===== src/rtl/serial_subtractor.sv =====
// Bit-serial subtractor: computes a - b one bit per cycle, LSB first, and
// reports the difference with unsigned borrow and signed overflow flags.
module serial_subtractor #(
    parameter int WIDTH = 8
) (
    input  logic             clk,
    input  logic             rst,
    input  logic             start,
    input  logic [WIDTH-1:0] a,
    input  logic [WIDTH-1:0] b,
    output logic             busy,
    output logic             done,
    output logic [WIDTH-1:0] diff,
    output logic             borrow_out,
    output logic             overflow,
    output logic [1:0]       state_o
);

    localparam int CW = $clog2(WIDTH + 1);

    localparam logic [1:0] S_IDLE = 2'd0;
    localparam logic [1:0] S_RUN  = 2'd1;
    localparam logic [1:0] S_DONE = 2'd2;

    logic [1:0]       state_q, state_d;
    logic [WIDTH-1:0] a_q, a_d;
    logic [WIDTH-1:0] b_q, b_d;
    logic [WIDTH-1:0] res_q, res_d;
    logic             br_q, br_d;
    logic [CW-1:0]    cnt_q, cnt_d;
    logic [WIDTH-1:0] diff_q, diff_d;
    logic             borrow_q, borrow_d;
    logic             ovf_q, ovf_d;

    logic ai, bi, d_bit, br_next, last_bit;

    assign ai       = a_q[0];
    assign bi       = b_q[0];
    assign d_bit    = ai ^ bi ^ br_q;
    assign br_next  = (~ai & bi) | (~(ai ^ bi) & br_q);
    assign last_bit = (cnt_q == CW'(WIDTH - 1));

    always_comb begin
        state_d  = state_q;
        a_d      = a_q;
        b_d      = b_q;
        res_d    = res_q;
        br_d     = br_q;
        cnt_d    = cnt_q;
        diff_d   = diff_q;
        borrow_d = borrow_q;
        ovf_d    = ovf_q;
        case (state_q)
            S_IDLE: begin
                if (start) begin
                    state_d = S_RUN;
                    a_d     = a;
                    b_d     = b;
                    br_d    = 1'b0;
                    cnt_d   = '0;
                end
            end
            S_RUN: begin
                a_d   = a_q >> 1;
                b_d   = b_q >> 1;
                res_d = {d_bit, res_q[WIDTH-1:1]};
                br_d  = br_next;
                cnt_d = cnt_q + CW'(1);
                // On the last bit ai/bi are the operand MSBs and d_bit is the result MSB.
                if (last_bit) begin
                    state_d  = S_DONE;
                    diff_d   = {d_bit, res_q[WIDTH-1:1]};
                    borrow_d = br_next;
                    ovf_d    = (ai ^ bi) & (d_bit ^ ai);
                end
            end
            S_DONE: begin
                state_d = S_IDLE;
            end
            default: begin
                state_d = S_IDLE;
            end
        endcase
    end

    always_ff @(posedge clk or posedge rst) begin
        if (rst) begin
            state_q  <= S_IDLE;
            a_q      <= '0;
            b_q      <= '0;
            res_q    <= '0;
            br_q     <= 1'b0;
            cnt_q    <= '0;
            diff_q   <= '0;
            borrow_q <= 1'b0;
            ovf_q    <= 1'b0;
        end else begin
            state_q  <= state_d;
            a_q      <= a_d;
            b_q      <= b_d;
            res_q    <= res_d;
            br_q     <= br_d;
            cnt_q    <= cnt_d;
            diff_q   <= diff_d;
            borrow_q <= borrow_d;
            ovf_q    <= ovf_d;
        end
    end

    assign busy       = (state_q != S_IDLE);
    assign done       = (state_q == S_DONE);
    assign diff       = diff_q;
    assign borrow_out = borrow_q;
    assign overflow   = ovf_q;
    assign state_o    = state_q;

endmodule


===== config.mk =====
export PLATFORM = sky130hd
export DESIGN_NAME = serial_subtractor
export DESIGN_NICKNAME = d
export VERILOG_FILES = /design/src/rtl/serial_subtractor.sv
export SDC_FILE = /design/constraint.sdc
export NUM_CORES = 1
export LEC_CHECK = 0
export ABC_AREA = 1
export CORE_UTILIZATION = 55
export CTS_BUF_LIST = sky130_fd_sc_hd__clkbuf_16
export CTS_CLUSTER_SIZE = 8
export DETAILED_ROUTE_END_ITERATION = 12
export PLACE_DENSITY_LB_ADDON = 0.15
export RECOVER_POWER = 50
export SYNTH_ARGS = -nofsm -noshare
export SYNTH_HDL_FRONTEND = slang
export SYNTH_SLANG_ARGS = --single-unit

===== constraint.sdc =====
create_clock -name clk -period 3.8 [get_ports clk]
set_input_delay 1.14 -clock clk [delete_from_list [all_inputs] [get_ports clk]]
set_output_delay 1.14 -clock clk [all_outputs]
set_load 0.02 [all_outputs]

Word-level counts from Yosys, hierarchy flattened
Cells that the tools add are included.

Reductions and logical operators: 6. Muxes and demuxes: 11. Bitwise operators: 9. $add $sub $neg: 1. Equal/unequal tests: 5.

Operators with widths (count): $pmux W8 S2 (2); $mux W8 (2); $pmux W4 S2 (1); $reduce_and A2 Y1 (3); $add A4 B1 Y4 const B (1); $eq A4 B3 Y1 const B (1); $mux W2 (2); $mux W4 (1); $ne A2 B2 Y1 const B (2); $pmux W2 S2 (1); $reduce_bool A2 Y1 (2); $and A1 B1 Y1 (3); $xor A1 B1 Y1 (3); $eq A2 B1 Y1 const B (1); $eq A2 B2 Y1 const B (1); $logic_not A2 Y1 (1); $not A1 Y1 (2); $pmux W1 S2 (1); $mux W1 (1); $or A1 B1 Y1 (1).

Output and inout port bits: 14. Register bits after elaboration: 41. Word-level logic and storage cells: 41. Bits of input ports: 19.

Logic depth before layout (Yosys ltp)
Gate-level depths: netlist (run 1).

Depth after elaboration: 5. Gate-level depth with buffers: 8. Depth with buffers taken out: 8.

Worst setup path before layout (run 1)
Ideal clock, no wire load.

Kind: reg-to-output. From: reg state_q[0], in the netlist state_o[0]. To: out busy. Path buffers: 1. Cell stages (with the launch flop): 4. Data required time: 2.660 ns. Path slack: 1.637 ns. Arrival time: 1.023 ns. Cells stage by stage: dfrtp_1 > nor2_1 > buf_4 > inv_1.

Cells in the longest elaborated chain, start to end: 1.

RTL lines: from (decl) (RTL line 25) `logic [1:0] state_q, state_d;`; from (signal assigned) (RTL line 98) `state_q <= state_d;`; $reduce_bool A2 Y1 (RTL line 110) `assign busy = (state_q != S_IDLE);`; to (decl) (RTL line 11) `output logic busy,`.

Every way passes these cells.

Final worst setup path (run 1)
Ends and elaborated chain as after synthesis.

==> results by stage, run 1 <==
Outcome:
- The flow ran to the end, and the final reports show no timing, DRC or antenna violations.

Synthesis:
- The number of different library cells used by synthesis comes to 16.
- Yosys printed 0 warnings.
- The cell area after synthesis is 0.00176 mm^2.
- The register bit total from synthesis is 40.
- After synthesis, the largest family of logic cells by area is simple AND/OR/NAND/NOR gates.
- The sequential-to-total area share from yosys stat is 0.569.
- By area the synthesized netlist is led by sky130_fd_sc_hd__dfrtp_1, sky130_fd_sc_hd__nand2_1, sky130_fd_sc_hd__nand3_1, sky130_fd_sc_hd__nor2_1, sky130_fd_sc_hd__buf_2.
- The post-synthesis share of cell area spent on xor and xnor gates is 0.
- The portion of synthesized area spent on multiplexers is 0.
- The average size of a mapped cell is 8.54 um^2.
- The fraction of the mapped netlist area in compound gates was 0.0185.
- The area share of and/or/nand/nor cells after synthesis is 0.334.
- The cell count after synthesis came out at 206.
- The synthesized design spends more area on one cell type than any other, namely sky130_fd_sc_hd__dfrtp_1.
- The synthesized net count is 228.
- Of the total synthesized cell area, the portion taken by full adders, half adders and majority gates is 0.0256.
- The area share of the largest cell type after synthesis is 0.569.

Critical path:
- The count of buffer and inverter cells on the critical path is 3.
- The largest fanout on the critical path is 15.
- The largest delay contributor family on the critical path is buffers and inverters.
- The nature of the critical path startpoint is a flop.
- The data required time at the worst endpoint is 2.66 ns.
- The type of the worst setup path is reg -> out.
- At the worst endpoint, the arrival time is 1.61 ns.
- The critical path endpoint category is a primary output.
- Traced cell by cell, the critical path runs through nor2_1, buf_4, inv_1, clkdlybuf4s50_1.
- On the worst path, the slowest cell contributes a delay of 0.53 ns.
- The cell with the biggest individual delay on the critical path is sky130_fd_sc_hd__clkdlybuf4s50_1.

Power:
- The peak ir drop on the vdd network is 0.369 mV.
- The static power due to leakage is 1.10 nW.
- The power density normalized to cell area is 844 mW/mm^2.

Cells and area:
- The fraction of layout cells with a size suffix above 1 is 0.0336.
- In the layout the commonest cells are sky130_fd_sc_hd__nand2_1, sky130_fd_sc_hd__nand3_1, sky130_fd_sc_hd__dfrtp_1, sky130_fd_sc_hd__clkdlybuf4s50_1, sky130_fd_sc_hd__inv_1.
- After the last flow step, the layout net total stands at 260.
- The fill cell instance count of the final layout is 243.
- Once layout is complete, the utilization of the core stands at 0.728.
- The final non-filler cell total is 282.
- From synthesis to final layout, the design area changed by 26.4%.
- The commonest non-fill, non-tap cell in the layout is sky130_fd_sc_hd__nand2_1.
- The repair_antennas step left the layout with diodes totalling 0.

Timing:
- The final max-slew violation count came to 0.
- The fmax is 364 MHz.
- In the final timing run, aggregate negative setup slack is 0 ns.
- The hold violation total from the final report is 0.
- Of the available clock period, the critical path in the final layout requires 0.724.
- The minimum clock period after layout is 2.75 ns.
- Setup repair after global routing left no endpoint under its margin.
- On the final layout, the worst clock skew is 0.00337 ns.
- For the pin with the worst max-slew slack, the measured transition is 1.08 ns.
- The worst-case headroom to the max-slew limit is 0.281.
- The number of setup violations in the final report is 0.

Route:
- The total wire length after detailed routing is 3590 um.
- The detailed-route wire length per cell is 12.7 um.
- The remaining antenna violation count is 0.
- The number of violations reported at the end of detailed-routing iteration 0 is 52.
- In the routed layout, each cell is associated on average with a via count of 5.36.
- Detailed routing inserted a total of 1512 vias.
- The post-detailed-route DRC marker count is 0.
- The count of TritonRoute iterations in the first routing pass is 4.

Floorplanning:
- The number of ports placed on the die boundary is 33.
- The height of the chip is 58.6 um.
- The x dimension of the die is 58.6 um.
- Row generation in the floorplan step produced 20 rows.
- The initial utilization of the core area, before any placement, comes to 0.576.
- The floorplan core area is 0.00305 mm^2.
- The die area is 0.00343 mm^2.

Place:
- The count of buffers from port buffering is 32.
- The half-perimeter wire length after placement is 2320 um.
- The number of instances in the placed design is 275.
- The final estimated routing congestion in global placement is 0.742.

Hold path:
- The type of the tightest min-delay check is reg -> reg.

Clock tree:
- The later-pin clock latency in the skew report is 0.28 ns.
- In this run, post-CTS repair resized a total of 0 instances.
- Buffers inserted during clock tree synthesis total 5.
- The CTS tree is built.
- The clock passes through at most 2 buffers.
- For this design, the CTS-stage hold fixing added 0 buffers.
- In this run the number of H-tree levels came out at 2.
- The total clock sinks is 40.
- After clock tree synthesis, the setup repair step added 0 buffers.
- The tree is rooted in a sky130_fd_sc_hd__clkbuf_16.
- The clock input transition at the sequential cells of the worst setup and hold paths is 0.06 ns.

Global route:
- The pin count of the biggest net entering global routing is 32.
- The via count of the first global-routing pass is 1429.
- The first-pass GRT wire length is 6120 um.
- The total routing usage reported by global routing is 0.240.
- Global routing finished with a remaining overflow of 0.
- The number of antenna violations at the first check in global routing came to 0.

Flow run:
- The max-cap violation count is 0.
-- where the power goes --
part / internal, W / total, W / leakage [nW] / switching [W]
sequential: 0.000609 / 0.000737 / 0.511 / 0.000128
clock: 0.000235 / 0.000387 / 0.0709 / 0.000151
combinational: 0.000292 / 0.000751 / 0.518 / 0.000459
total: 0.00114 / 0.00188 / 1.10 / 0.000739
-- per-stage QoR --
step                hold slack (ns)  power [W]  worst slack (ns)  cell area [um^2]
floorplan                     0.442    0.00126              1.64              1760
global placement              0.455    0.00145             0.912              2100
detailed placement            0.460    0.00149             0.810              2100
CTS                           0.473    0.00188              1.03              2230
global route                  0.511    0.00202             0.901              2220
finish                        0.470    0.00188              1.05              2220
-- registers in the layout, summed over array words and instances, names as in the netlist --
register	cells
b_q	8
a_q	8
overflow	1
state_o	2
borrow_out	1
diff	8
res_q	7
br_q	1
cnt_q	4
-- area by class of cell --
type                            count  area (um^2)  share of cell area
Sequential cell                    40         1000               0.450
Multi-Input combinational cell    147          664               0.299
Timing Repair Buffer               35          335               0.151
Clock buffer                        5          125              0.0563
Tap cell                           44         55.1              0.0248
Inverter                            9         33.8              0.0152
Clock inverter                      2         8.76             0.00394
-- cell usage after synthesis --
library cell and n:
sky130_fd_sc_hd__inv_1 8, sky130_fd_sc_hd__ha_1 2, sky130_fd_sc_hd__dfrtp_1 40, sky130_fd_sc_hd__buf_4 4, sky130_fd_sc_hd__inv_2 1, sky130_fd_sc_hd__a21oi_1 1, sky130_fd_sc_hd__nor2_1 9, sky130_fd_sc_hd__o21ai_1 1
sky130_fd_sc_hd__nand2_2 1, sky130_fd_sc_hd__o21ai_0 3, sky130_fd_sc_hd__nand4_1 1, sky130_fd_sc_hd__nand2_1 76, sky130_fd_sc_hd__a21boi_0 1, sky130_fd_sc_hd__fa_1 1, sky130_fd_sc_hd__nand3_1 51, sky130_fd_sc_hd__buf_2 6
-- worst register-to-register path: stages (launching register included) --
cell,delay (ns)
sky130_fd_sc_hd__dfrtp_1,0.41
sky130_fd_sc_hd__inv_1,0.11
sky130_fd_sc_hd__nand2_1,0.57
sky130_fd_sc_hd__inv_1,0.87
sky130_fd_sc_hd__nand2_2,0.29
sky130_fd_sc_hd__nand2_1,0.17
sky130_fd_sc_hd__nand2_1,0.08
-- kinds of logic (layout without fill, tap and decap cells) --
logic type / count (synthesis) / count (layout)
adders and majority gates: 3 / 3
buffers and inverters: 19 / 51
AOI/OAI and AO/OA: 6 / 6
DFF: 40 / 40
and+or+nand+nor: 138 / 138
-- worst paths after layout --
kind | startpoint | endpoint | slack, ns | cells past startpoint
setup / recovery | state_o[0]$_DFFE_PP0P_ | busy | 1.05 | 4
hold / removal | res_q[1]$_DFFE_PP0P_ | diff[0]$_DFFE_PP0P_ | 0.47 | 2
setup reg to reg | state_o[1]$_DFFE_PP0P_ | overflow$_DFFE_PP0P_ | 1.18 | 6
hold reg to reg | res_q[1]$_DFFE_PP0P_ | diff[0]$_DFFE_PP0P_ | 0.47 | 2
max in group asynchronous | rst | a_q[7]$_DFFE_PP0P_ | 1.48 | 3
min in group asynchronous | rst | res_q[4]$_DFFE_PP0P_ | 1.65 | 3
-- routing by layer --
metal / share of wire / global-route usage / up-vias
met5: 0 / 0 / -
li1: - / - / 730
met2: 0.51 / 0.412 / 53
met4: 0.017 / 0.0952 / 0
met3: 0.059 / 0.0725 / 8
met1: 0.42 / 0.284 / 721
Power figures use the tool's default switching activity.
==> inputs of run 2 (changes only) <==
--- a/config.mk
+++ b/config.mk
@@ -6,7 +6,7 @@
 export NUM_CORES = 1
 export LEC_CHECK = 0
 export ABC_AREA = 1
-export CORE_UTILIZATION = 55
+export CORE_UTILIZATION = 46
 export CTS_BUF_LIST = sky130_fd_sc_hd__clkbuf_16
 export CTS_CLUSTER_SIZE = 8
 export DETAILED_ROUTE_END_ITERATION = 12
==> constraint.sdc (replaced) <==
create_clock -name clk -period 2.3 [get_ports clk]
set_input_delay 0.69 -clock clk [delete_from_list [all_inputs] [get_ports clk]]
set_output_delay 0.69 -clock clk [all_outputs]
set_load 0.02 [all_outputs]
==> run 2 against run 1 <==
Via count down 2.4%. Die area up 19%. Clock skew up 0.0017 ns. Sequential power up 64%. Critical path type unchanged. Total power up 73%. Global-route usage down 5.0 points. Non-clock buffer count up 5. Combinational power up 70%. Critical path depth down 1. Cell count up 3.5%. Register-to-register slack worse by 0.52 ns.
==> results by stage, run 2 (same netlist as run 1, synthesis figures left out) <==
Place:
- At the placement stage, the worst setup path has a slack of 0.443 ns.
- The final estimated routing congestion in global placement is 0.822.
- The number of placed instances, taps included, is 284.
- Once detailed placement completed, the half-perimeter wirelength came to 2290 um.
- The count of buffers added on input and output ports is 32.

Global route:
- The first-pass GRT wire length is 5850 um.
- The via count of the first global-routing pass came to 1289.
- In the global route stage, overall resource usage came out at 0.191.
- Entering global routing, the biggest net connects 41 pins.
- The number of antenna violations at the first check in global routing is 0.
- For this run the aggregate overflow at the end of global routing stands at 0.

Floorplanning:
- In this run the core area contains 22 standard-cell rows.
- The number of ports placed on the die boundary is 33.
- The initial utilization of the core area, before any placement, comes to 0.481.
- The height of the chip is 63.8 um.
- The floorplan core area is 0.00366 mm^2.
- The die covers 0.00408 mm^2.
- The die is 63.8 um wide.

Route:
- The total via count after detailed routing is 1475.
- The post-detailed-route DRC marker count is 0.
- The detailed route wirelength on metal2 is 1580 um.
- The first routing iteration left 82 violations.
- The remaining antenna violation count is 0.
- In the detailed route, the total length drawn on met3 is 179 um.
- The wire length the detailed router placed on met1 is 1530 um.
- The first TritonRoute pass finished after 4 iterations.
- The post-detailed-route via-to-cell ratio is 5.05.
- The total wire length after detailed routing is 3340 um.
- The top layer used by detailed routing is met4.
- The detailed-route wire length per cell is 11.4 um.

Timing:
- The worst-case headroom to the max-slew limit is 0.359.
- Setup violations remaining at the end of the flow were counted as 0.
- The setup TNS after final layout is 0 ns.
- The fraction of the cycle the final worst path needs is 0.929.
- Setup repair after global routing left no endpoint under its margin.
- The fmax is 468 MHz.
- The final max-slew violation count came to 0.
- The minimum clock period after layout is 2.14 ns.
- The hold violation total from the final report is 0.
- The worst-case clock skew is 0.00508 ns.
- In the post-route analysis, the smallest setup slack over all paths is 0.164 ns.
- The hold slack is 0.469 ns.
- At the pin with the least slew margin, the transition time is 0.962 ns.

Critical path:
- The highest cell delay on the worst timing path is 0.53 ns.
- The worst register-to-register path has a setup slack of 0.66 ns.
- The reg-to-reg critical path startpoint is state_o[1]$_DFFE_PP0P_.
- STA classifies the critical path endpoint as a primary output.
- Data on the critical path is required at its endpoint by 1.61 ns.
- The count of buffer and inverter cells on the critical path is 2.
- For the worst setup path, the data arrival time is 1.45 ns.
- The end of the worst register-to-register path is diff[7]$_DFFE_PP0P_.
- Along the worst path, the maximum fanout reaches 5.
- The number of cells traversed by the worst register-to-register path is 6.
- The cell with the biggest individual delay on the critical path is sky130_fd_sc_hd__clkdlybuf4s50_1.
- The type of the worst setup path is reg -> out.
- In this design, the largest share of critical-path delay is due to buffers and inverters.
- The nature of the critical path startpoint is a flop.
- The signal on the critical path passes through nor2_1, inv_1, clkdlybuf4s50_1.

Clock tree:
- The clock input transition at the sequential cells of the worst setup and hold paths is 0.06 ns.
- Once the clock tree was built, the setup fixing pass inserted 0 buffers.
- Post-CTS repair changed the size of 0 cells.
- The H-tree level count is 2.
- Clock tree synthesis inserted a total of 5 buffers.
- CTS saw 40 sinks.
- TritonCTS built the clock tree.
- The maximum count of clock buffers along a single path is 2.
- CTS placed an instance of sky130_fd_sc_hd__clkbuf_16 at the clock tree root.
- For the worst-skew pair, the clock arrives at the later sink with an insertion delay of 0.28 ns.
- Buffers inserted to repair hold after CTS numbered 0.

Flow run:
- The max-cap violation count is 0.

Outcome:
- The run finished with clean final reports.

Cells and area:
- In the final layout, the multi-input gates occupy 664 um^2.
- The library cell used most frequently in the layout, excluding fill and tap cells, is sky130_fd_sc_hd__nand2_1.
- The library cells used most frequently in the layout, excluding fill and tap cells, are sky130_fd_sc_hd__nand2_1, sky130_fd_sc_hd__nand3_1, sky130_fd_sc_hd__dfrtp_1, sky130_fd_sc_hd__clkdlybuf4s50_1.
- For this run, the number of standard cells in the final layout without fillers is 292.
- For this run, the post-layout net count is 265.
- The area taken by flip-flops and latches is 0.00100 mm^2.
- For this run, the share of the core covered by cells in the final layout is 0.628.
- The number of antenna diodes in the final layout is 0.
- The layout has 326 filler cells.
- Compared with the post-synthesis result, the final layout area differs by 30.7%.
- The fraction of layout cells with a size suffix above 1 is 0.0615.

Hold path:
- The type of the tightest min-delay check is reg -> reg.
- Along the worst hold path, the cell count comes to 2.
- The startpoint of the worst hold path is res_q[6]$_DFFE_PP0P_.
- The path with the worst hold slack has its endpoint at diff[5]$_DFFE_PP0P_.

Power:
- The analysis attributes to cell leakage a power of 1.14 nW.
- VDD sags by at most 0.745 mV.
- In this run the power density over the cells is 1410 mW/mm^2.
[run 2: metal layers]
| metal | GRT usage | vias up |
|---|---|---|
| met5 | 0 | - |
| met4 | 0.0852 | 0 |
| met3 | 0.0589 | 5 |
| met2 | 0.298 | 41 |
| met1 | 0.242 | 687 |
| li1 | - | 742 |
[run 2: area by class of cell]
class,count,share of cell area
clock buffer,5,0.0544
clock inverter,3,0.0163
multi-input combinational,147,0.289
sequential,40,0.435
tap,48,0.0261
inverter,9,0.0147
timing repair buffer,40,0.164
[run 2: how the worst max path moves through the flow]
stage                     endpoint                    from  depth (start not counted)  slack, ns
after global routing          busy  state_o[0]$_DFFE_PP0P_                          3        0.1
after global placement        busy  state_o[0]$_DFFE_PP0P_                          3       0.44
after floorplan               busy  state_o[0]$_DFFE_PP0P_                          3       0.59
after detailed placement      busy  state_o[0]$_DFFE_PP0P_                          3       0.44
after CTS                     busy  state_o[0]$_DFFE_PP0P_                          3       0.14
final                         busy  state_o[0]$_DFFE_PP0P_                          3       0.16
[run 2: tightest hold or removal path, delay by kind of cell, from the launching register on]
| family | cells | cell delay [ns] |
|---|---|---|
| flip-flops | 1 | 0.34 |
| AND/OR/NAND/NOR | 2 | 0.09 |
[run 2: through the flow]
stage	area (um^2)	total power, W
2_1_floorplan	1760	0.00208
3_3_place_gp	2140	0.00247
3_5_place_dp	2140	0.00251
4_1_cts	2300	0.00328
5_1_grt	2300	0.00350
6_report	2300	0.00324
[run 2: report_power, final]
part           internal (W)  total, W  switching, W
registers           0.00101   0.00121      0.000199
clock network      0.000503  0.000756      0.000253
logic              0.000521   0.00128      0.000757
total               0.00203   0.00324       0.00121
==> inputs of run 3 (changes only) <==
--- a/config.mk
+++ b/config.mk
@@ -8,6 +8,7 @@
 export ABC_AREA = 1
 export CORE_UTILIZATION = 46
 export CTS_BUF_LIST = sky130_fd_sc_hd__clkbuf_16
+export CTS_CLUSTER_DIAMETER = 120
 export CTS_CLUSTER_SIZE = 8
 export DETAILED_ROUTE_END_ITERATION = 12
 export PLACE_DENSITY_LB_ADDON = 0.15
==> results of run 3 <==
Final layout, timing and power as in run 2 (identical DEF).
==> patch 1: new RTL, config.mk and constraints of run 3 <==
Register the inputs `start`, `a` and `b` before use, without a reset. The logic sees them one clock later. Comments in the files are not updated.
--- a/src/rtl/serial_subtractor.sv
+++ b/src/rtl/serial_subtractor.sv
@@ -22,4 +22,14 @@
     localparam logic [1:0] S_RUN  = 2'd1;
     localparam logic [1:0] S_DONE = 2'd2;
+
+    logic start_q;
+    logic [WIDTH-1:0] a_r;
+    logic [WIDTH-1:0] b_r;
+
+    always_ff @(posedge clk) begin
+        start_q <= start;
+        a_r     <= a;
+        b_r     <= b;
+    end
 
     logic [1:0]       state_q, state_d;
@@ -53,8 +63,8 @@
         case (state_q)
             S_IDLE: begin
-                if (start) begin
+                if (start_q) begin
                     state_d = S_RUN;
-                    a_d     = a;
-                    b_d     = b;
+                    a_d     = a_r;
+                    b_d     = b_r;
                     br_d    = 1'b0;
                     cnt_d   = '0;
Check against the original RTL: not equivalent (a bounded check fails within 4 cycles, from zero or initial values and one cycle with rst high).
==> patch 1 against run 3 <==
  * Combinational power fell by 13%
  * Die area rose by 19%
  * Sequential cell count rose by 17
  * Cell area rose by 19%
  * First-iteration DRC count rose by 73%
  * Area after synthesis rose by 19%
  * Setup slack got worse by 0.042 ns
  * Power rose by 16%
  * Sequential share of layout area rose by 5.4 points
  * Sequential power rose by 26%
  * Clock power rose by 47%
  * Cell count rose by 10%
  * Utilization fell by 0.34 points
  * Routed wire length rose by 19%
==> patch 1: results (changes against run 3) <==
Cells and area
  • Share of layout cells above drive strength 1: 8.148% (+2.0 points)
  • Fill cell count: 375 (+15%)
  • Antenna cells: 0 (unchanged)
  • Nets: 287 (+8.3%)

Clock network
  • Num CTS Buffers: 9 (+4)
  • Post CTS Setup Buffer Count: 0 (unchanged)
  • Root buffer cell: clkbuf_16
  • Post-CTS resize count: 0 (unchanged)
  • Clk slew on worst S/H paths: ~0.05 ns
  • Clock Path Buffers: 2 (unchanged)
  • Clock Latency Late Sink: 0.32 ns (+0.04 ns)
  • CTS H-tree lvls: 3 (+1)

Logic synthesis
  • Syn Nets: 246 (+7.9%)
  • Post-synthesis async set-or-reset flop share: 70.18% (-30 points)
  • Synth area leaders: dfrtp_1 (48%), dfxtp_1 (16%), nand2_1 (14%)
  • Yosys cell types: 17 (+1)
  • Commonest cells in the netlist: nand2_1 (79), nand3_1 (52), dfrtp_1 (40)
  • Register area share after synthesis: 63.85% (+6.9 points)
  • Yosys warns: 0 (unchanged)

Placed design
  • HPWL after DPL: 2445 um (+6.6%)
  • Number of port buffers: 32 (unchanged)
  • Final Wtd Congestion: 0.7205 (-12%)

Routing
  • DR iter-0 viols: 142 (+73%)
  • Drt pass-1 iters: 4 (unchanged)
  • WL final: 3976 um (+19%)
  • Via density per instance: 4.904 (-2.9%)

Setup path
  • Worst Path Max Fanout: 3 (-2)
  • Crit path launch: state_o[1]

Timing
  • Fin. Hold Viols: 0 (unchanged)
  • Worst slew margin: 33.64% (-2.2 points)
  • Setup Skew: 0.004342 ns (-0.0007412 ns)

Power and ir drop
  • Leakage power: 1.350 nW (+19%)
  • Max IR drop VDD: 0.6683 mV (-10%)

Global routing
  • Initial antenna violation count: 0 (unchanged)
  • Largest net degree at the start of global routing: 41 (unchanged)
  • First-pass GRT wire length: 7182 um (+23%)
  • GR Overflow Total: 0 (unchanged)
  • GRT Resource Usage Total: 19.68% (+0.63 points)
  • Vias in the first global route: 1549 (+20%)

Outcome
  • Status: completed

Hold path
  • Hold Crit Start: a_r[7]
  • Hold crit path type: reg -> reg
-- patch 1: per-layer routing --
layer / global-route usage, % / vias up / part of all wire, %
met5: 0 / - / 0
met4: 8.844 / 0 / 1.5
met3: 7.413 / 6 / 3.9
met2: 26.97 / 28 / 43
met1: 27.67 / 737 / 51
li1: - / 808 / -
-- patch 1: worst paths after layout --
check	cells past startpoint	endpoint	slack, ns
min in group asynchronous	3	diff[2]	1.12
max in group asynchronous	3	diff[0]	0.56
worst min-delay path	2	a_q[7]	0.43
worst max-delay path	3	busy	0.12
worst max register to register	7	b_q[7]	0.58
worst min register to register	2	a_q[7]	0.43
-- patch 1: cell families after synthesis --
family / share of synthesized area, %
compound gates: 0.9525
simple gates: 28.95
buf+inv: 4.109
fa+ha+maj: 2.144
flops: 63.85
-- patch 1: area by class of cell --
cell class,count,share of cell area [%]
Sequential cell,57,48.97
Multi-Input combinational cell,149,24.49
Timing Repair Buffer,40,13.80
Clock buffer,9,8.223
Tap cell,52,2.376
Inverter,8,1.096
Clock inverter,7,1.051
-- patch 1: power breakdown --
group          total (W)  leakage (nW)  switching (W)  internal [W]
logic            0.00112         0.561       0.000658      0.000464
clock network    0.00111         0.130       0.000409      0.000701
registers        0.00152         0.659       0.000208       0.00131
total            0.00375          1.35        0.00127       0.00248
-- patch 1: critical path: stages, from the launching register on --
cell             delay, ns
dfrtp_1               0.39
nor2_2                0.19
inv_1                 0.06
clkdlybuf4s50_1       0.53
-- patch 1: stage by stage --
stage	cells	instance area [sq um]	total power (W)	utilization [%]	setup slack [ns]
after floorplan	224	2101	0.002268	-	0.6183
after global placement	306	2490	0.002647	56.79	0.4439
after detailed placement	306	2490	0.002669	56.79	0.4500
after CTS	322	2744	0.003805	62.59	0.09620
after global routing	322	2739	0.004037	62.47	0.06562
final	322	2739	0.003752	62.47	0.1222
==> patch 2: new RTL, settings of run 3 <==
Without the edit above. Set the parameter `WIDTH` to 16 (it was 8).
--- a/src/rtl/serial_subtractor.sv
+++ b/src/rtl/serial_subtractor.sv
@@ -2,5 +2,5 @@
 // reports the difference with unsigned borrow and signed overflow flags.
 module serial_subtractor #(
-    parameter int WIDTH = 8
+    parameter int WIDTH = 16
 ) (
     input  logic             clk,
Interface: changed (resized a, b and diff); port bits go from 33 to 57. The function was not compared with the original's and may differ.
==> patch 2 against run 3 <==
  * Sequential share of layout area up 2.1 points
  * Power up 62%
  * Largest cell class unchanged
  * Clock power up 71%
  * Global-route usage up 1.5 points
  * Routed wire length up 88%
  * Clock skew down 0.00064 ns
  * Area after synthesis up 79%
  * Die area up 76%
  * Critical path depth unchanged
  * Highest routed layer unchanged
  * Setup slack worse by 0.090 ns
  * Cell area up 74%
  * Sequential cell count up 33
  * Register-to-register slack worse by 0.05 ns
  * The run now ends with DRC left
==> patch 2: results (changes against run 3) <==
Outcome
  • Status: finished, violations left
  • Failing checks: DRC

Routing
  • Drt pass-1 iters: 9 (+5)
  • Via density per instance: 5.261 (+4.2%)
  • Wirelength per Cell: 13.06 um (+14%)
  • Met2 WL: 3065 um (+94%)
  • Met1 wire length: 2859 um (+87%)
  • Top Layer Used: met4
  • DR iter-0 viols: 122 (+49%)
  • Remaining DRCs: 4 (+4)
  • Via count: 2536 (+72%)
  • Met3 Wirelength: 312 um (+74%)

Global routing
  • M2 GR Usage: 33.85% (+4.1 points)
  • First-pass GRT wire length: 11530 um (+97%)
  • GRT Resource Usage Total: 20.56% (+1.5 points)
  • GRT met3 Usage: 5.015% (-0.88 points)
  • GR Util met1: 26.19% (+2.0 points)
  • Largest net degree at the start of global routing: 74 (+80%)

Logic synthesis
  • Yosys cell types: 21 (+5)
  • Post-Syn Area: 0.003151 sq mm (+79%)
  • Synth Flop Type: dfrtp_1
  • Commonest cells in the netlist: nand3_1 (99), nand2_1 (83), dfrtp_1 (73)
  • Register area share after synthesis: 57.98% (+1.1 points)
  • Syn Nets: 390 (+71%)
  • Cells after Synth: 351 (+70%)
  • Synth area leaders: dfrtp_1 (58%), nand3_1 (16%), nand2_1 (9.9%)

Clock network
  • Num CTS Buffers: 9 (+4)
  • Root buffer cell: clkbuf_16
  • CTS H-tree lvls: 3 (+1)
  • Clock Latency Late Sink: 0.33 ns (+0.05 ns)
  • Post-CTS resize count: 0 (unchanged)
  • Clock Path Buffers: 2 (unchanged)

Power and ir drop
  • Leakage power: 1.867 nW (+64%)
  • Cell Int Power: 0.003407 W (+68%)
  • Max IR drop VDD: 0.5098 mV (-32%)

Setup path
  • Worst Path Max Fanout: 3 (-2)
  • Arrival time at the worst endpoint: 1.54 ns (+0.09 ns)

Placed design
  • Placed cell count: 466 (+64%)
  • HPWL after DPL: 3823 um (+67%)
  • Final Wtd Congestion: 0.7612 (-7.4%)
  • Number of port buffers: 56 (+75%)
  • Post-DP Area: 0.003749 sq mm (+75%)

Cells and area
  • Nets: 439 (+66%)
  • Post-layout util: 61.68% (-1.1 points)
  • Share of layout cells above drive strength 1: 5.432% (-0.72 points)
  • Fill cell count: 593 (+82%)

Timing
  • Setup Skew: 0.004446 ns (-0.0006367 ns)
  • Worst-margin pin slew: 0.9741 ns (+0.01210 ns)
-- patch 2: cell type report --
cell class,instances,area share (%)
Sequential cell,73,45.60
Multi-Input combinational cell,232,27.48
Timing Repair Buffer,62,15.43
Clock buffer,9,5.621
Tap cell,77,2.405
Inverter,22,2.155
Clock inverter,7,1.312
-- patch 2: power by group through the flow --
| stage | sequential (W) | clock [W] | combinational, W |
|---|---|---|---|
| final | 0.00214 | 0.00129 | 0.00182 |
| after global routing | 0.00222 | 0.00139 | 0.00207 |
| after CTS | 0.00215 | 0.00132 | 0.00186 |
| after detailed placement | 0.00216 | 0 | 0.00184 |
| after global placement | 0.00214 | 0 | 0.00180 |
| after floorplan | 0.00229 | 0 | 0.00110 |
-- patch 2: per-stage QoR --
stage	total power [W]	setup WS, ns
after detailed placement	0.003997	0.3974
final	0.005258	0.07371
after floorplan	0.003384	0.6162
after global routing	0.005682	0.002933
after CTS	0.005326	0.04256
after global placement	0.003947	0.4095
-- patch 2: final timing paths --
check                      startpoint        end  slack [ns]  depth (start not counted)
max                        state_o[1]       done        0.07                          3
min                         res_q[14]  res_q[14]        0.48                          2
max reg2reg                  cnt_q[0]    diff[3]        0.61                          7
min reg2reg                 res_q[14]  res_q[14]        0.48                          2
max in group asynchronous         rst    a_q[14]        0.49                          3
min in group asynchronous         rst   diff[12]        1.19                          3
-- patch 2: cell families after synthesis --
family / share of synthesized area [%]
AO/OA/AOI/OAI: 5.441
XOR/XNOR: 0.2780
adder cells (fa/ha/maj): 1.827
buffers and inverters: 6.910
flip-flops: 57.98
AND/OR/NAND/NOR: 27.56
-- patch 2: worst max-delay path, stage by stage (launching register included) --
cell             delay, ns
dfrtp_1               0.40
inv_2                 0.08
nor2_1                0.12
clkdlybuf4s50_1       0.62
